File: src/rtl/mem_arbiter_if.sv
// Bundle of requester, memory and status signals for mem_arbiter.
// slave = arbiter side; master = environment side (both requesters and the memory).
interface mem_arbiter_if;
    logic         m0_req_i;
    logic         m0_write_i;
    logic [31:0]  m0_addr_i;
    logic [255:0] m0_data_i;
    logic         m0_ack_o;
    logic [255:0] m0_data_o;

    logic         m1_req_i;
    logic         m1_write_i;
    logic [31:0]  m1_addr_i;
    logic [255:0] m1_data_i;
    logic         m1_ack_o;
    logic [255:0] m1_data_o;

    logic         mem_enable_o;
    logic         mem_write_o;
    logic [31:0]  mem_addr_o;
    logic [255:0] mem_data_o;
    logic         mem_ack_i;
    logic [255:0] mem_data_i;

    logic         busy_o;
    logic         err_o;

    modport slave (
        input  m0_req_i, m0_write_i, m0_addr_i, m0_data_i,
        output m0_ack_o, m0_data_o,
        input  m1_req_i, m1_write_i, m1_addr_i, m1_data_i,
        output m1_ack_o, m1_data_o,
        output mem_enable_o, mem_write_o, mem_addr_o, mem_data_o,
        input  mem_ack_i, mem_data_i,
        output busy_o, err_o
    );

    modport master (
        output m0_req_i, m0_write_i, m0_addr_i, m0_data_i,
        input  m0_ack_o, m0_data_o,
        output m1_req_i, m1_write_i, m1_addr_i, m1_data_i,
        input  m1_ack_o, m1_data_o,
        input  mem_enable_o, mem_write_o, mem_addr_o, mem_data_o,
        output mem_ack_i, mem_data_i,
        input  busy_o, err_o
    );
endinterface

File: src/rtl/mem_arbiter.sv
// Two-port (dcache=m0, icache=m1) arbiter/sequencer for the shared 256-bit-line memory.
// Define ARB_ROUND_ROBIN_EN for round-robin tie breaking; otherwise m0 has fixed priority.
module mem_arbiter #(
    parameter int unsigned TIMEOUT = 64
) (
    input  logic         clk_i,
    input  logic         rst_i,
    mem_arbiter_if.slave bus
);
    localparam int unsigned TCW = $clog2(TIMEOUT + 1);

    typedef enum logic [1:0] {
        IDLE,
        BUSY,
        RESP
    } state_t;

    state_t         r_state;
    logic           r_grant;
    logic           r_write;
    logic [31:0]    r_addr;
    logic [255:0]   r_data;
    logic [TCW-1:0] r_tcnt;
    logic           r_err;
`ifdef ARB_ROUND_ROBIN_EN
    logic           r_last_grant;
`endif

    logic w_any_req;
    logic w_grant;
    logic w_busy;
    logic w_resp;

    assign w_any_req = bus.m0_req_i | bus.m1_req_i;

    always_comb begin
        w_grant = 1'b0;
        if (bus.m0_req_i && bus.m1_req_i) begin
`ifdef ARB_ROUND_ROBIN_EN
            w_grant = ~r_last_grant;
`else
            w_grant = 1'b0;
`endif
        end else if (bus.m1_req_i) begin
            w_grant = 1'b1;
        end
    end

    always_ff @(posedge clk_i or posedge rst_i) begin
        if (rst_i) begin
            r_state      <= IDLE;
            r_grant      <= 1'b0;
            r_write      <= 1'b0;
            r_addr       <= '0;
            r_data       <= '0;
            r_tcnt       <= '0;
            r_err        <= 1'b0;
`ifdef ARB_ROUND_ROBIN_EN
            r_last_grant <= 1'b1;
`endif
        end else begin
            case (r_state)
                IDLE: begin
                    if (w_any_req) begin
                        r_grant <= w_grant;
                        r_write <= w_grant ? bus.m1_write_i : bus.m0_write_i;
                        r_addr  <= w_grant ? bus.m1_addr_i  : bus.m0_addr_i;
                        r_data  <= w_grant ? bus.m1_data_i  : bus.m0_data_i;
                        r_tcnt  <= '0;
                        r_state <= BUSY;
`ifdef ARB_ROUND_ROBIN_EN
                        r_last_grant <= w_grant;
`endif
                    end
                end
                BUSY: begin
                    // Count saturates; err is raised on the cycle the count reaches TIMEOUT.
                    if (r_tcnt != TCW'(TIMEOUT)) begin
                        r_tcnt <= r_tcnt + TCW'(1);
                    end
                    if (r_tcnt >= TCW'(TIMEOUT - 1)) begin
                        r_err <= 1'b1;
                    end
                    if (bus.mem_ack_i) begin
                        r_state <= RESP;
                    end
                end
                RESP: begin
                    r_state <= IDLE;
                end
                default: begin
                    r_state <= IDLE;
                end
            endcase
        end
    end

    assign w_busy = (r_state == BUSY);
    assign w_resp = (r_state == RESP);

    assign bus.mem_enable_o = w_busy;
    assign bus.mem_write_o  = w_busy & r_write;
    assign bus.mem_addr_o   = w_busy ? r_addr : '0;
    assign bus.mem_data_o   = w_busy ? r_data : '0;

    assign bus.m0_ack_o  = w_resp & ~r_grant;
    assign bus.m1_ack_o  = w_resp & r_grant;
    assign bus.m0_data_o = bus.m0_ack_o ? bus.mem_data_i : '0;
    assign bus.m1_data_o = bus.m1_ack_o ? bus.mem_data_i : '0;

    assign bus.busy_o = (r_state != IDLE);
    assign bus.err_o  = r_err;
endmodule

File: src/flat_wrapper.sv
// flat-port wrapper written by rule: the top's interface ports become plain ports
module mem_arbiter_flat 
#(
    parameter int unsigned TIMEOUT = 64
)
  (clk_i, rst_i, bus_m0_req_i, bus_m0_write_i, bus_m0_addr_i, bus_m0_data_i, bus_m0_ack_o, bus_m0_data_o, bus_m1_req_i, bus_m1_write_i, bus_m1_addr_i, bus_m1_data_i, bus_m1_ack_o, bus_m1_data_o, bus_mem_enable_o, bus_mem_write_o, bus_mem_addr_o, bus_mem_data_o, bus_mem_ack_i, bus_mem_data_i, bus_busy_o, bus_err_o);
  mem_arbiter_if bus_i ();
  input  logic clk_i;
  input  logic rst_i;
  input wire logic [$bits(bus_i.m0_req_i)-1:0] bus_m0_req_i;
  input wire logic [$bits(bus_i.m0_write_i)-1:0] bus_m0_write_i;
  input wire logic [$bits(bus_i.m0_addr_i)-1:0] bus_m0_addr_i;
  input wire logic [$bits(bus_i.m0_data_i)-1:0] bus_m0_data_i;
  output wire logic [$bits(bus_i.m0_ack_o)-1:0] bus_m0_ack_o;
  output wire logic [$bits(bus_i.m0_data_o)-1:0] bus_m0_data_o;
  input wire logic [$bits(bus_i.m1_req_i)-1:0] bus_m1_req_i;
  input wire logic [$bits(bus_i.m1_write_i)-1:0] bus_m1_write_i;
  input wire logic [$bits(bus_i.m1_addr_i)-1:0] bus_m1_addr_i;
  input wire logic [$bits(bus_i.m1_data_i)-1:0] bus_m1_data_i;
  output wire logic [$bits(bus_i.m1_ack_o)-1:0] bus_m1_ack_o;
  output wire logic [$bits(bus_i.m1_data_o)-1:0] bus_m1_data_o;
  output wire logic [$bits(bus_i.mem_enable_o)-1:0] bus_mem_enable_o;
  output wire logic [$bits(bus_i.mem_write_o)-1:0] bus_mem_write_o;
  output wire logic [$bits(bus_i.mem_addr_o)-1:0] bus_mem_addr_o;
  output wire logic [$bits(bus_i.mem_data_o)-1:0] bus_mem_data_o;
  input wire logic [$bits(bus_i.mem_ack_i)-1:0] bus_mem_ack_i;
  input wire logic [$bits(bus_i.mem_data_i)-1:0] bus_mem_data_i;
  output wire logic [$bits(bus_i.busy_o)-1:0] bus_busy_o;
  output wire logic [$bits(bus_i.err_o)-1:0] bus_err_o;
  assign bus_i.m0_req_i = bus_m0_req_i;
  assign bus_i.m0_write_i = bus_m0_write_i;
  assign bus_i.m0_addr_i = bus_m0_addr_i;
  assign bus_i.m0_data_i = bus_m0_data_i;
  assign bus_m0_ack_o = bus_i.m0_ack_o;
  assign bus_m0_data_o = bus_i.m0_data_o;
  assign bus_i.m1_req_i = bus_m1_req_i;
  assign bus_i.m1_write_i = bus_m1_write_i;
  assign bus_i.m1_addr_i = bus_m1_addr_i;
  assign bus_i.m1_data_i = bus_m1_data_i;
  assign bus_m1_ack_o = bus_i.m1_ack_o;
  assign bus_m1_data_o = bus_i.m1_data_o;
  assign bus_mem_enable_o = bus_i.mem_enable_o;
  assign bus_mem_write_o = bus_i.mem_write_o;
  assign bus_mem_addr_o = bus_i.mem_addr_o;
  assign bus_mem_data_o = bus_i.mem_data_o;
  assign bus_i.mem_ack_i = bus_mem_ack_i;
  assign bus_i.mem_data_i = bus_mem_data_i;
  assign bus_busy_o = bus_i.busy_o;
  assign bus_err_o = bus_i.err_o;
  mem_arbiter #(.TIMEOUT(TIMEOUT)) u_core (.clk_i(clk_i), .rst_i(rst_i), .bus(bus_i));
endmodule
File: config.mk
export PLATFORM = sky130hd
export DESIGN_NAME = mem_arbiter_flat
export DESIGN_NICKNAME = d
export VERILOG_FILES = /design/src/rtl/mem_arbiter_if.sv /design/src/rtl/mem_arbiter.sv /design/src/flat_wrapper.sv
export SDC_FILE = /design/constraint.sdc
export NUM_CORES = 1
export LEC_CHECK = 0
export ABC_AREA = 1
export BUFFER_PORTS_ARGS = -buffer_cell sky130_fd_sc_hd__buf_2
export CELL_PAD_IN_SITES_DETAIL_PLACEMENT = 1
export CELL_PAD_IN_SITES_GLOBAL_PLACEMENT = 1
export CORE_AREA = 2 2 634 636
export DETAILED_ROUTE_END_ITERATION = 10
export DIE_AREA = 0 0 636 638
export GPL_ROUTABILITY_DRIVEN = 0
export PLACE_DENSITY_LB_ADDON = 0.1
export SYNTH_ARGS = -nofsm -noshare
export SYNTH_HDL_FRONTEND = slang
export SYNTH_SLANG_ARGS = --single-unit
export TNS_END_PERCENT = 1
File: constraint.sdc
create_clock -name clk_i -period 28.5 [get_ports clk_i]
set_input_delay 4.275 -clock clk_i [delete_from_list [all_inputs] [get_ports clk_i]]
set_output_delay 4.275 -clock clk_i [all_outputs]
set_load 0.005 [all_outputs]
Yosys cells after proc, flatten, opt, wreduce, memory -nomap -nowiden
Index checks and enable logic that the tools add are counted.
Word-level totals
  flip-flop bits (word level): 300
  input port bits: 839
  output and inout port bits: 806
  word-level logic and storage cells: 43
Operators by class
  add/sub/neg operators: 1
  $lt $le $gt $ge: 1
  eq/ne operators: 6
  muxes and demuxes: 15
  bitwise gates (word level): 5
  reductions and logical operators: 8
Operators with widths (number)
  $mux W256: 4
  $mux W32: 2
  $mux W7: 2
  $pmux W7 S2: 1
  $add A7 B1 Y7 const B: 1
  $ge A7 B6 Y1 const B: 1
  $ne A7 B7 Y1 const B: 1
  $reduce_and A2 Y1: 3
  $mux W2: 2
  $ne A2 B2 Y1 const B: 2
  $pmux W2 S2: 1
  $reduce_bool A2 Y1: 2
  $and A1 B1 Y1: 3
  $mux W1: 3
  $reduce_and A3 Y1: 1
  $eq A2 B1 Y1 const B: 1
  $eq A2 B2 Y1 const B: 1
  $logic_not A2 Y1: 1
  $ne A2 B1 Y1 const B: 1
  $logic_and A1 B1 Y1: 1
  $not A1 Y1: 1
  $or A1 B1 Y1: 1

Logic depth before layout (Yosys ltp)
  word-level depth: 3
  depth in mapped cells: 9
  depth with buffers taken out: 9

Worst setup path before layout
No wires, ideal clock.
  kind: input to output
  start: input bus_mem_data_i[0]
  end: output bus_m0_data_o[0]
  arrival: 4416 ps
  data required time: 24225 ps
  setup slack: 19809 ps
  stages: 2
  buffers on the path: 0
  cell sequence: inv_1 > nor2_1
Between the ends
  longest elaborated chain between the ends: 1
RTL lines
  start: declaration: line flat_wrapper.sv:27  | input wire logic [$bits(bus_i.mem_data_i)-1:0] bus_mem_data_i;
  $mux W256: line mem_arbiter.sv:108  | assign bus.m0_data_o = bus.m0_ack_o ? bus.mem_data_i : '0;
  end: declaration: line flat_wrapper.sv:15  | output wire logic [$bits(bus_i.m0_data_o)-1:0] bus_m0_data_o;
No other way between the ends.

Worst setup path in the final report
  start: input bus_mem_data_i[2]
  end: output bus_m0_data_o[2]
The elaborated chain is that of the path after synthesis.

==> summary.md <==
| Metric | Value |
|---|---|
| Fin crit share | between 30% and 40% |
| Slew margin rel. | 4.83% |
| # setup viols final | 0 |
| Vias/cell | 2.69 |
| Port bufs | 1644 |
| Synth async-reset ratio | between 90% and 100% |
| Core ar. | approximately 400000 um2 |
| HPWL Detailed | between 200 and 250 mm |
| Setup Fix Bufs, Post-CTS | 0 |
| Worst-path clk slew | 0.06 ns |
| Root Driver | clkbuf_16 |
| H-tree depth | 2 |
| Number of global-route vias before repair | around 29000 |
| Crit path required time | around 24 ns |
| Worst min-delay path category | reg2reg |
| Crit path launch type | primary input |
| Post_cts resized | 0 |
| Number of iterations in the first detailed-routing pass | 4 |
| Post-synthesis cell type count | 24 |
| VDD IR max | around 0.000047 V |
| Leakage | 20.0 nW |
| Commonest cells post-synth | 849 x inv_1, 810 x nor2_1, 606 x nand2_1 |
| Final min period | approximately 9.8 ns |
| Max-Cap Viols | 0 |
| Dominant cells by area after synthesis | dfrtp_1 37%, inv_1 16%, nor2_1 15%, nand2_1 11%, o21ai_0 8.0% |
| CTS Buf Count | 52 |
| Standard-cell rows | ~230 |
| CTS tree | built |
| Fmax | approximately 100 MHz |
| GRT overflow | 0 |
| 1st-iter DRT viols | 1131 |
| DRC | 0 |
| Setup TNS | 0 ns |
| Total Wirelength | 244 mm |
| I/O pin count | between 1500 and 2000 |
| Syn Inst Count | between 3000 and 4000 |
| Wire per inst | roughly 24 um |
| Data arrival, critical path | about 5.6 ns |
| Die width | roughly 640 um |
| RSZ-0062 raised after global routing | no |
| Kind of end point of the critical path | output port |
| Area growth, synth to finish | 76.2% |
| Final Hold Vio Count | 0 |
| Area leader, netlist | dfrtp_1 |
| Crit path max fanout | 2 |
| Primary FF master, synth | dfrtp_1 |
| Ys Warns | 0 |
| Net count, final | around 5700 |
| Sequential area share after synthesis | a little over a third |
| Final Skew | approximately 0.045 ns |
| Hold_ws | ~0.47 ns |
| Critical path class | in2out |
| Antenna viol nets, final | 0 |
| Status | finished, final reports clean |
| Number of flops mapped to enable cells by yosys | 0 |
| Hold_buf cts | 0 |
| Initial Utilization | roughly 5.2% |
| Tot GR Track Use | 11.6% |
| Top-count cell post-synth | inv_1 |
| Later-pin clock latency in the skew report | just under 0.7 ns |
| Vias | ~27000 |
| Clock sink count | 300 |
| CTS max path bufs | 3 |
| First-pass GRT wire length | 308 mm |
| Layout Utilization | under 10% |
| Initial antenna violation count | between 100 and 150 |
| Post-synth net total | 4230 |
| Top cell type's share of synthesized area | a little over a third |
| Largest net degree at the start of global routing | 223 |
| Cell area after synthesis | 20500 um2 |
| Die Ht | 638 um |
| Fin. max-slew vios | 0 |
| Die area | around 410000 um2 |
| Share of cells above drive strength 1 | about 36% |
| Pwr per Cell Area | around 76 nW/um2 |
| FF+latch count, synth | 300 |
| Slew of the pin with the lowest slew margin | approximately 1.4 ns |
| Syn_area_per_cell | between 6 and 7 um2 |
placed cells by master (no fill, tap or decap):
cell       synthesis  final
inv_2              3      3
o211ai_1           1      1
nand2_4            0      1
dfrtp_1          300    300
bufinv_16          0      5
buf_2            109   1644
o21ai_1          224    227
clkbuf_16          0     53
nor3_2             1      1
a21oi_4            0      1
ha_1               2      2
nand3_1           13     12
inv_16             0      1
clkbuf_1          32      9
o21ai_2           30     30
xor2_1             1      1
clkbuf_8           4     14
buf_12             0      6
inv_1            849    847
nand2_2            1      1
nor2_1           810    810
inv_8              0      2
clkinv_4           0      1
clkinv_2           0      1
o21ai_0          327    324
nand2_1          606    605
nand3_4            0      1
nor2_4             1      1
diode_2            0     21
buf_4             46     27
nor3b_1            1      1
or2_2              1      1
per-stage QoR:
stage          cells  total power [mW]  cell area (um2)  setup WS (ns)
3_3_place_gp   10100              2.14            34400          18.48
2_1_floorplan   3389              1.35            20500          15.94
4_1_cts        10200              2.89            36100          18.48
6_report       10200              2.73            36200          18.66
3_5_place_dp   10100              2.14            34400          18.49
5_1_grt        10200              3.00            36100          18.64
registers in the layout (all words and copies together), names as in the netlist:
| register | cells |
|---|---|
| u_core.r_write | 1 |
| u_core.bus.err_o | 1 |
| u_core.r_data | 256 |
| u_core.r_tcnt | 7 |
| u_core.r_state | 2 |
| u_core.r_grant | 1 |
| u_core.r_addr | 32 |
layer usage:
| layer | GRT usage [%] | wire, um |
|---|---|---|
| met2 | 23.2 | 135000 |
| met5 | 0 | 263 |
| met1 | 11.4 | 83900 |
| met3 | 2.90 | 14700 |
| met4 | 3.94 | 9950 |
worst max-delay path, stage by stage:
cell and delay [ns]:
buf_2 0.09, inv_1 0.13, nor2_1 0.80, buf_2 0.27
final timing paths:
path	startpoint	end	slack, ns	depth (start not counted)
max	bus_mem_data_i[2]	bus_m0_data_o[2]	18.66	4
min	u_core.bus.err_o	u_core.bus.err_o	0.47	2
max reg2reg	u_core.r_state[0]	u_core.r_data[132]	24.06	9
min reg2reg	u_core.bus.err_o	u_core.bus.err_o	0.47	2
max in group asynchronous	rst_i	u_core.r_data[208]	23.31	3
min in group asynchronous	rst_i	u_core.r_data[192]	3.72	2
where the power goes:
part	switching, mW	total (mW)	leakage [nW]	internal (mW)
Sequential	0.0544	0.678	3.73	0.624
Clock	0.276	0.693	0.853	0.417
Combinational	0.973	1.36	15.4	0.389
layout make-up:
class                           count  area [um2]
Antenna cell                       21        52.6
Clock buffer                       76        1550
Clock inverter                      8         184
Fill cell                       48700      362000
Inverter                          852        3210
Multi-Input combinational cell   2020        8520
Sequential cell                   300        7510
Tap cell                         5265        6590
Timing Repair Buffer             1677        8550
cell families (layout without fill, tap and decap cells):
kind of cell    after synthesis  in the layout  synth area share (%)
compound gates              583            583                  14.8
xor+xnor                      1              1                0.0427
fa+ha+maj                     2              2                 0.122
buf+inv                    1069           2613                  22.1
flops                       300            300                  36.6
other cells                   0             21                     0
simple gates               1434           1434                  26.4
Power figures use the tool's default switching activity.
